===== src/rtl/hazard_ctrl.sv =====
// Hazard controller: stall/bypass decisions for D against shadow E/M/W copies; HAZARD_MDU_EN adds mult/div busy sequencing.
// Latency: all outputs combinational from current state and D inputs (zero cycles).
// Backpressure: stall freezes PC and F/D, and inserts a bubble into D/E.
module hazard_ctrl #(
    parameter int MULT_CYCLES = 5,
    parameter int DIV_CYCLES  = 10
) (
    input  logic       clk,
    input  logic       reset,
    input  logic [4:0] D_rs,
    input  logic [4:0] D_rt,
    input  logic [1:0] D_Tuse_rs,
    input  logic [1:0] D_Tuse_rt,
    input  logic [4:0] D_A3,
    input  logic [1:0] D_Tnew,
    input  logic       D_md_start,
    input  logic       D_md_div,
    input  logic       D_md_use,
    output logic       stall,
    output logic       PC_en,
    output logic       FD_en,
    output logic       DE_clr,
    output logic [1:0] fwd_rs,
    output logic [1:0] fwd_rt,
    output logic       md_busy
);

    logic [4:0] E_A3, M_A3, W_A3;
    logic [1:0] E_Tnew, M_Tnew;
    logic       rs_haz, rt_haz, md_haz;

    function automatic logic reg_hazard(
        input logic [4:0] r, input logic [1:0] tuse,
        input logic [4:0] e_a3, input logic [1:0] e_tnew,
        input logic [4:0] m_a3, input logic [1:0] m_tnew
    );
        return (r != 5'd0) &&
               (((e_a3 == r) && (e_tnew > tuse)) || ((m_a3 == r) && (m_tnew > tuse)));
    endfunction

    // The youngest matching producer decides; a match still in flight blocks older stages.
    function automatic logic [1:0] fwd_sel(
        input logic [4:0] r,
        input logic [4:0] e_a3, input logic [1:0] e_tnew,
        input logic [4:0] m_a3, input logic [1:0] m_tnew,
        input logic [4:0] w_a3
    );
        logic [1:0] sel;
        sel = 2'd0;
        if (r == 5'd0)       sel = 2'd0;
        else if (e_a3 == r)  sel = (e_tnew == 2'd0) ? 2'd1 : 2'd0;
        else if (m_a3 == r)  sel = (m_tnew == 2'd0) ? 2'd2 : 2'd0;
        else if (w_a3 == r)  sel = 2'd3;
        return sel;
    endfunction

    always_ff @(posedge clk or negedge reset) begin
        if (!reset) begin
            E_A3   <= 5'd0;
            E_Tnew <= 2'd0;
            M_A3   <= 5'd0;
            M_Tnew <= 2'd0;
            W_A3   <= 5'd0;
        end else begin
            E_A3   <= stall ? 5'd0 : D_A3;
            E_Tnew <= stall ? 2'd0 : D_Tnew;
            M_A3   <= E_A3;
            M_Tnew <= (E_Tnew != 2'd0) ? E_Tnew - 2'd1 : 2'd0;
            W_A3   <= M_A3;
        end
    end

`ifdef HAZARD_MDU_EN
    logic       E_start, E_div;
    logic [3:0] md_cnt;

    always_ff @(posedge clk or negedge reset) begin
        if (!reset) begin
            E_start <= 1'b0;
            E_div   <= 1'b0;
            md_cnt  <= 4'd0;
        end else begin
            E_start <= ~stall & D_md_start;
            E_div   <= ~stall & D_md_div;
            if (E_start)
                md_cnt <= E_div ? 4'(DIV_CYCLES) : 4'(MULT_CYCLES);
            else if (md_cnt != 4'd0)
                md_cnt <= md_cnt - 4'd1;
        end
    end

    assign md_busy = E_start | (md_cnt != 4'd0);
    assign md_haz  = D_md_use & md_busy;
`else
    logic unused_md;
    assign unused_md = ^{D_md_start, D_md_div, D_md_use};
    assign md_busy   = 1'b0;
    assign md_haz    = 1'b0;
`endif

    assign rs_haz = reg_hazard(D_rs, D_Tuse_rs, E_A3, E_Tnew, M_A3, M_Tnew);
    assign rt_haz = reg_hazard(D_rt, D_Tuse_rt, E_A3, E_Tnew, M_A3, M_Tnew);
    assign stall  = rs_haz | rt_haz | md_haz;
    assign PC_en  = ~stall;
    assign FD_en  = ~stall;
    assign DE_clr = stall;
    assign fwd_rs = fwd_sel(D_rs, E_A3, E_Tnew, M_A3, M_Tnew, W_A3);
    assign fwd_rt = fwd_sel(D_rt, E_A3, E_Tnew, M_A3, M_Tnew, W_A3);

endmodule


===== config.mk =====
export PLATFORM = sky130hd
export DESIGN_NAME = hazard_ctrl
export DESIGN_NICKNAME = d
export VERILOG_FILES = /design/src/rtl/hazard_ctrl.sv
export SDC_FILE = /design/constraint.sdc
export NUM_CORES = 1
export LEC_CHECK = 0
export ABC_CLOCK_PERIOD_IN_PS = 3900
export CAP_MARGIN = 10
export CORE_UTILIZATION = 40
export CTS_BUF_LIST = sky130_fd_sc_hd__clkbuf_8
export DETAILED_ROUTE_END_ITERATION = 8
export GPL_ROUTABILITY_DRIVEN = 0
export PLACE_DENSITY = 0.68
export SYNTH_ARGS = -nofsm -noshare
export SYNTH_HDL_FRONTEND = slang
export SYNTH_SLANG_ARGS = --single-unit
export TNS_END_PERCENT = 50

===== constraint.sdc =====
create_clock -name clk -period 3.9 [get_ports clk]
set_clock_uncertainty 0.15 [all_clocks]
set_input_delay 0.975 -clock clk [delete_from_list [all_inputs] [get_ports clk]]
set_output_delay 0.975 -clock clk [all_outputs]
set_load 0.03 [all_outputs]

Word-level counts from Yosys, hierarchy flattened
Cells that the tools add are included.
{"block": "totals", "ff_bits": 19, "elab_cells": 46, "in_bits": 26}
{"block": "classes", "mux": 13, "bitwise": 2, "reduce_logical": 15, "add_sub_neg": 1, "eq_ne": 6, "order_cmp": 4}
{"operator": "5-bit equality test", "count": 6}
{"operator": "2-bit two-way mux", "count": 11}
{"operator": "5-bit zero test", "count": 2}
{"operator": "5-bit nonzero test", "count": 2}
{"operator": "2-bit greater-than comparator", "count": 4}
{"operator": "1-bit logical AND", "count": 6}
{"operator": "5-bit two-way mux", "count": 1}
{"operator": "2-bit zero test", "count": 2}
{"operator": "1-bit logical OR", "count": 2}
{"operator": "2-bit nonzero test", "count": 1}
{"operator": "2-bit by 1-bit subtractor with 2-bit output, second input constant", "count": 1}
{"operator": "1-bit two-way mux", "count": 1}
{"operator": "1-bit NOT", "count": 1}
{"operator": "1-bit OR", "count": 1}

Depth between registers and ports, before layout
{"block": "logic_depth", "word_depth": 6, "ltp_mapped": 8, "mapped_depth_nobuf": 7}

Least setup slack after synthesis
OpenSTA, ideal clock, no wires.
{"block": "synth_path", "path_kind": "input -> output", "start": "input D_rs[3]", "end": "output PC_en", "t_required_ns": 2.775, "cell_stages": 6, "path_slack_ns": 0.135, "arrival_ns": 2.640, "path_cell_list": "or4_1 -> nor2_2 -> nand4b_1 -> o211ai_4 -> nor2_1 -> buf_4"}
{"block": "synth_via", "elab_chain_len": 6, "word_cells_on_any_way": 9}
{"item": "start, declared", "line_no": "10", "text": "input logic [4:0] D_rs,"}
{"item": "5-bit equality test", "line_no": "38", "text": "(((e_a3 == r) && (e_tnew > tuse)) || ((m_a3 == r) && (m_tnew > tuse)));"}
{"item": "1-bit logical AND", "line_no": "38"}
{"item": "1-bit logical OR", "line_no": "38"}
{"item": "1-bit logical AND (*)", "line_no": "37", "text": "return (r != 5'd0) &&"}
{"item": "1-bit OR (*)", "line_no": "103", "text": "assign stall = rs_haz | rt_haz | md_haz;"}
{"item": "1-bit NOT (*)"}
{"item": "end, declared", "line_no": "20", "text": "output logic PC_en,"}
Every way passes the cells marked *; elsewhere a longest branch is shown, timed or not.

Final worst setup path
{"block": "layout_path", "start": "input D_rt[2]", "end": "output stall"}
{"block": "layout_via", "elab_chain_len": 5, "word_cells_on_any_way": 8}
{"item": "start, declared", "line_no": "11", "text": "input logic [4:0] D_rt,"}
{"item": "5-bit equality test", "line_no": "38"}
{"item": "1-bit logical AND", "line_no": "38"}
{"item": "1-bit logical OR", "line_no": "38"}
{"item": "1-bit logical AND (*)", "line_no": "37"}
{"item": "1-bit OR (*)", "line_no": "103"}
{"item": "end, declared", "line_no": "19", "text": "output logic stall,"}
Marks and branches as above.

==> qor.csv <==
metric;value;unit
tritoncts_buffer_count;3;
instances_no_fill;216;
die_height;58.4;microns
placeableCoreArea;0.00303;sq mm
synth-warning-count;0;
netlist_area;0.00127;sq mm
worst_ir_drop_vdd;0.220;mV
reg2reg_depth;7;
viasPerCell;4.79;
share_seq_of_total_power;42.0;%
switching_share;31.9;%
yosys.area_share.adder;7.87;%
synth_common_cells;dfrtp_1, xor2_1, xnor2_1;
fillCellCount;254;
post-route-drc-count;0;
yosys.cell_count.top_type;dfrtp_1;
fin_crit_sh;98.5;%
yosysSeqAreaShare;37.4;%
layout_min_cycle_time;3.84;ns
endpoints_failing_setup;0;
clock_power_share;26.2;%
fmaxAchievable;260;MHz
yosys_most_used_dff;dfrtp_1;
total_leakage_power;0.892;nW
synthToLayoutAreaGrowth;45.3;%
number_of_clock_sinks;19;
die_area;0.00341;sq mm
synth_area_leaders;dfrtp_1, xor2_1, xnor2_1;
clk_pin_slew;0.08;ns
ys_seq_elements;19;
worst_path_largest_cell_delay;0.53;ns
multiInputGateArea;779;sq um
crit_arrival;2.71;ns
starting_density_of_the_core;42.0;%
worst_path_class_setup;primary input to primary output;
cts-htree-levels;1;
worstHoldPathType;flop to flop;
synth.largest_area_cell;dfrtp_1;
postRouteWirelength;2940;microns
timing.critical_path.fanout_max;4;
crit_required;2.77;ns
main_combinational_cell_family_by_area_after_synthesis;XOR/XNOR gates;
setup.worst_path.start_class;primary input;
worstHoldPathCells;0;
crit_chain;clkdlybuf4s50_1 -> or4_4 -> nor2_8 -> nand4b_4 -> o211ai_4 -> or2_4 -> buf_6;
cap_viol_max_count;0;
cts_max_path_buffers;2;
insertedDiodeCount;0;
p_int;0.000375;W
postSynth.asyncResetShare;100;%
p_per_area;298;mW/mm^2
drtAntennaViolNets;0;
remaining_global_route_overflow;0;
drt_pass1_iterations;4;
netlist_instances;119;
postSynthAreaPerCell;10.7;sq um
maxSlewViolCount;0;
timing_hold_violations_final;0;
floorplan.die.width;58.4;microns
drive_above_1_share;27.3;%
grt_util_all_layers;19.8;%
floorplan.io_pins;35;
clkLatencyLatePin;0.26;ns
netlist.area_leader.share;37.4;%
kind_of_cell_with_the_highest_combined_delay_on_the_critical_path;simple AND/OR/NAND/NOR gates;
synth-simple-area-share;19.3;%
hpwl;2330;microns
port_buffers;30;
design.final.nets;207;
grt_start_max_net_pins;20;
power_frac_comb;31.8;%
synth_enable_flop_cells;0;
synth_xor_area_share;20.6;%
wire_per_inst;13.6;microns
worst_slew_margin_rel;39.2;%
muxShareOfSynthArea;1.57;%
status;complete, no violations;
compound_cell_area_share_of_the_yosys_netlist;8.85;%
timing_worst_slew_pin_value;0.909;ns
first_global_vias;1095;
tritoncts;yes;
fin_util;61.1;%
placement_rows;20;
mappedNetlistNets;153;
cts_hold_repair.buffers;0;
detailed_place.area;0.00171;sq mm
cp_slowest_cell;or4_4;
switching_power;0.000176;W
dp.cells;207;
register_area;475;sq um
cp.depth;7;
grt_antenna_before_repair;0;
yosys.cell_types.count;29;
fin_area;0.00185;sq mm
routed-via-count;1035;
global_route_wire_length_before_repair;4990;microns
clk_root_buffer_cell;clkbuf_8;
worstPathBufferInverterCount;2;
timing.critical_path.to_type;primary output;
detailedRoute.firstIterationViolations;16;
## logic make-up after synthesis
family	after synthesis
flops	19
xor+xnor	30
fa+ha+maj	8
buf+inv	11
other cells	1
compound gates	11
mux	2
simple gates	37
## cell type report
class	instances	area share [%]
clock buffers	3	2.23
inverters	8	1.62
multi-input cells	89	42.2
well taps	44	2.98
flip-flops and latches	19	25.7
repair buffers	52	24.9
clock inverters	1	0.406
## registers in the layout, summed over array words and instances (netlist names)
register and cells:
W_A3 5, M_A3 5, M_Tnew 2, E_Tnew 2
E_A3 5
## final timing paths
kind,end,slack [ns],from
max,stall,0.06,D_rt[2]
min,W_A3[0]$_DFF_PN0_,0.29,M_A3[0]$_DFF_PN0_
max reg2reg,E_A3[2]$_DFF_PN0_,1.88,E_A3[0]$_DFF_PN0_
min reg2reg,W_A3[0]$_DFF_PN0_,0.29,M_A3[0]$_DFF_PN0_
max in group asynchronous,M_Tnew[0]$_DFF_PN0_,1.97,reset
min in group asynchronous,E_A3[1]$_DFF_PN0_,1.07,reset
## timing repair
action | 4_1_cts | 5_1_grt
resized for setup | 8 | 9
buffers inserted | 2 | 3
endpoints found under the setup margin | 2 | 7
hold endpoints to repair | 0 | 0
pin swaps | 4 | 6
gates cloned | 0 | 0
## worst reg2reg max path: stages (launching register included)
cell and delay [ns]:
dfrtp_1 0.42, xor2_1 0.18, nor3_1 0.18, nand3_1 0.17, a2111oi_4 0.46, buf_4 0.18
buf_4 0.12, nor3b_1 0.05
## layout by cell type, fill, tap and decap left out, types with 7 or more instances in the layout
| cell type | synthesis | final |
|---|---|---|
| buf_4 | 3 | 27 |
| dfrtp_1 | 19 | 19 |
| xor2_1 | 16 | 16 |
| clkdlybuf4s50_1 | 0 | 16 |
| xnor2_1 | 14 | 14 |
| inv_1 | 8 | 8 |
| ha_1 | 8 | 8 |
| nor2_1 | 7 | 7 |
| nor3b_1 | 7 | 7 |
## layer usage
metal	track usage [%]	vias to the layer above	wire, microns
met2	34.3	25	1520
met1	24.2	495	1250
met3	2.86	7	95
li1	-	508	-
met4	9.18	0	63
met5	0	-	0
## power by group through the flow
stage / clock network, W / logic [W] / registers (W)
after floorplan: 0 / 0.0000967 / 0.000231
after global placement: 0 / 0.000160 / 0.000234
after detailed placement: 0 / 0.000164 / 0.000235
after CTS: 0.000146 / 0.000168 / 0.000232
after global routing: 0.000156 / 0.000191 / 0.000234
final: 0.000145 / 0.000175 / 0.000231
## stage by stage
| step | worst slack, ns | total power, W | TNS [ns] | hold WS, ns |
|---|---|---|---|---|
| 2_1_floorplan | 0.135 | 0.000328 | 0 | 0.259 |
| 3_3_place_gp | -0.0379 | 0.000394 | -0.0756 | 0.264 |
| 3_5_place_dp | -0.0566 | 0.000400 | -0.112 | 0.273 |
| 4_1_cts | 0.00915 | 0.000546 | 0 | 0.290 |
| 5_1_grt | -0.0169 | 0.000580 | -0.0585 | 0.304 |
| 6_report | 0.0604 | 0.000551 | 0 | 0.287 |
Note: power is estimated with default switching activity, not from simulation.
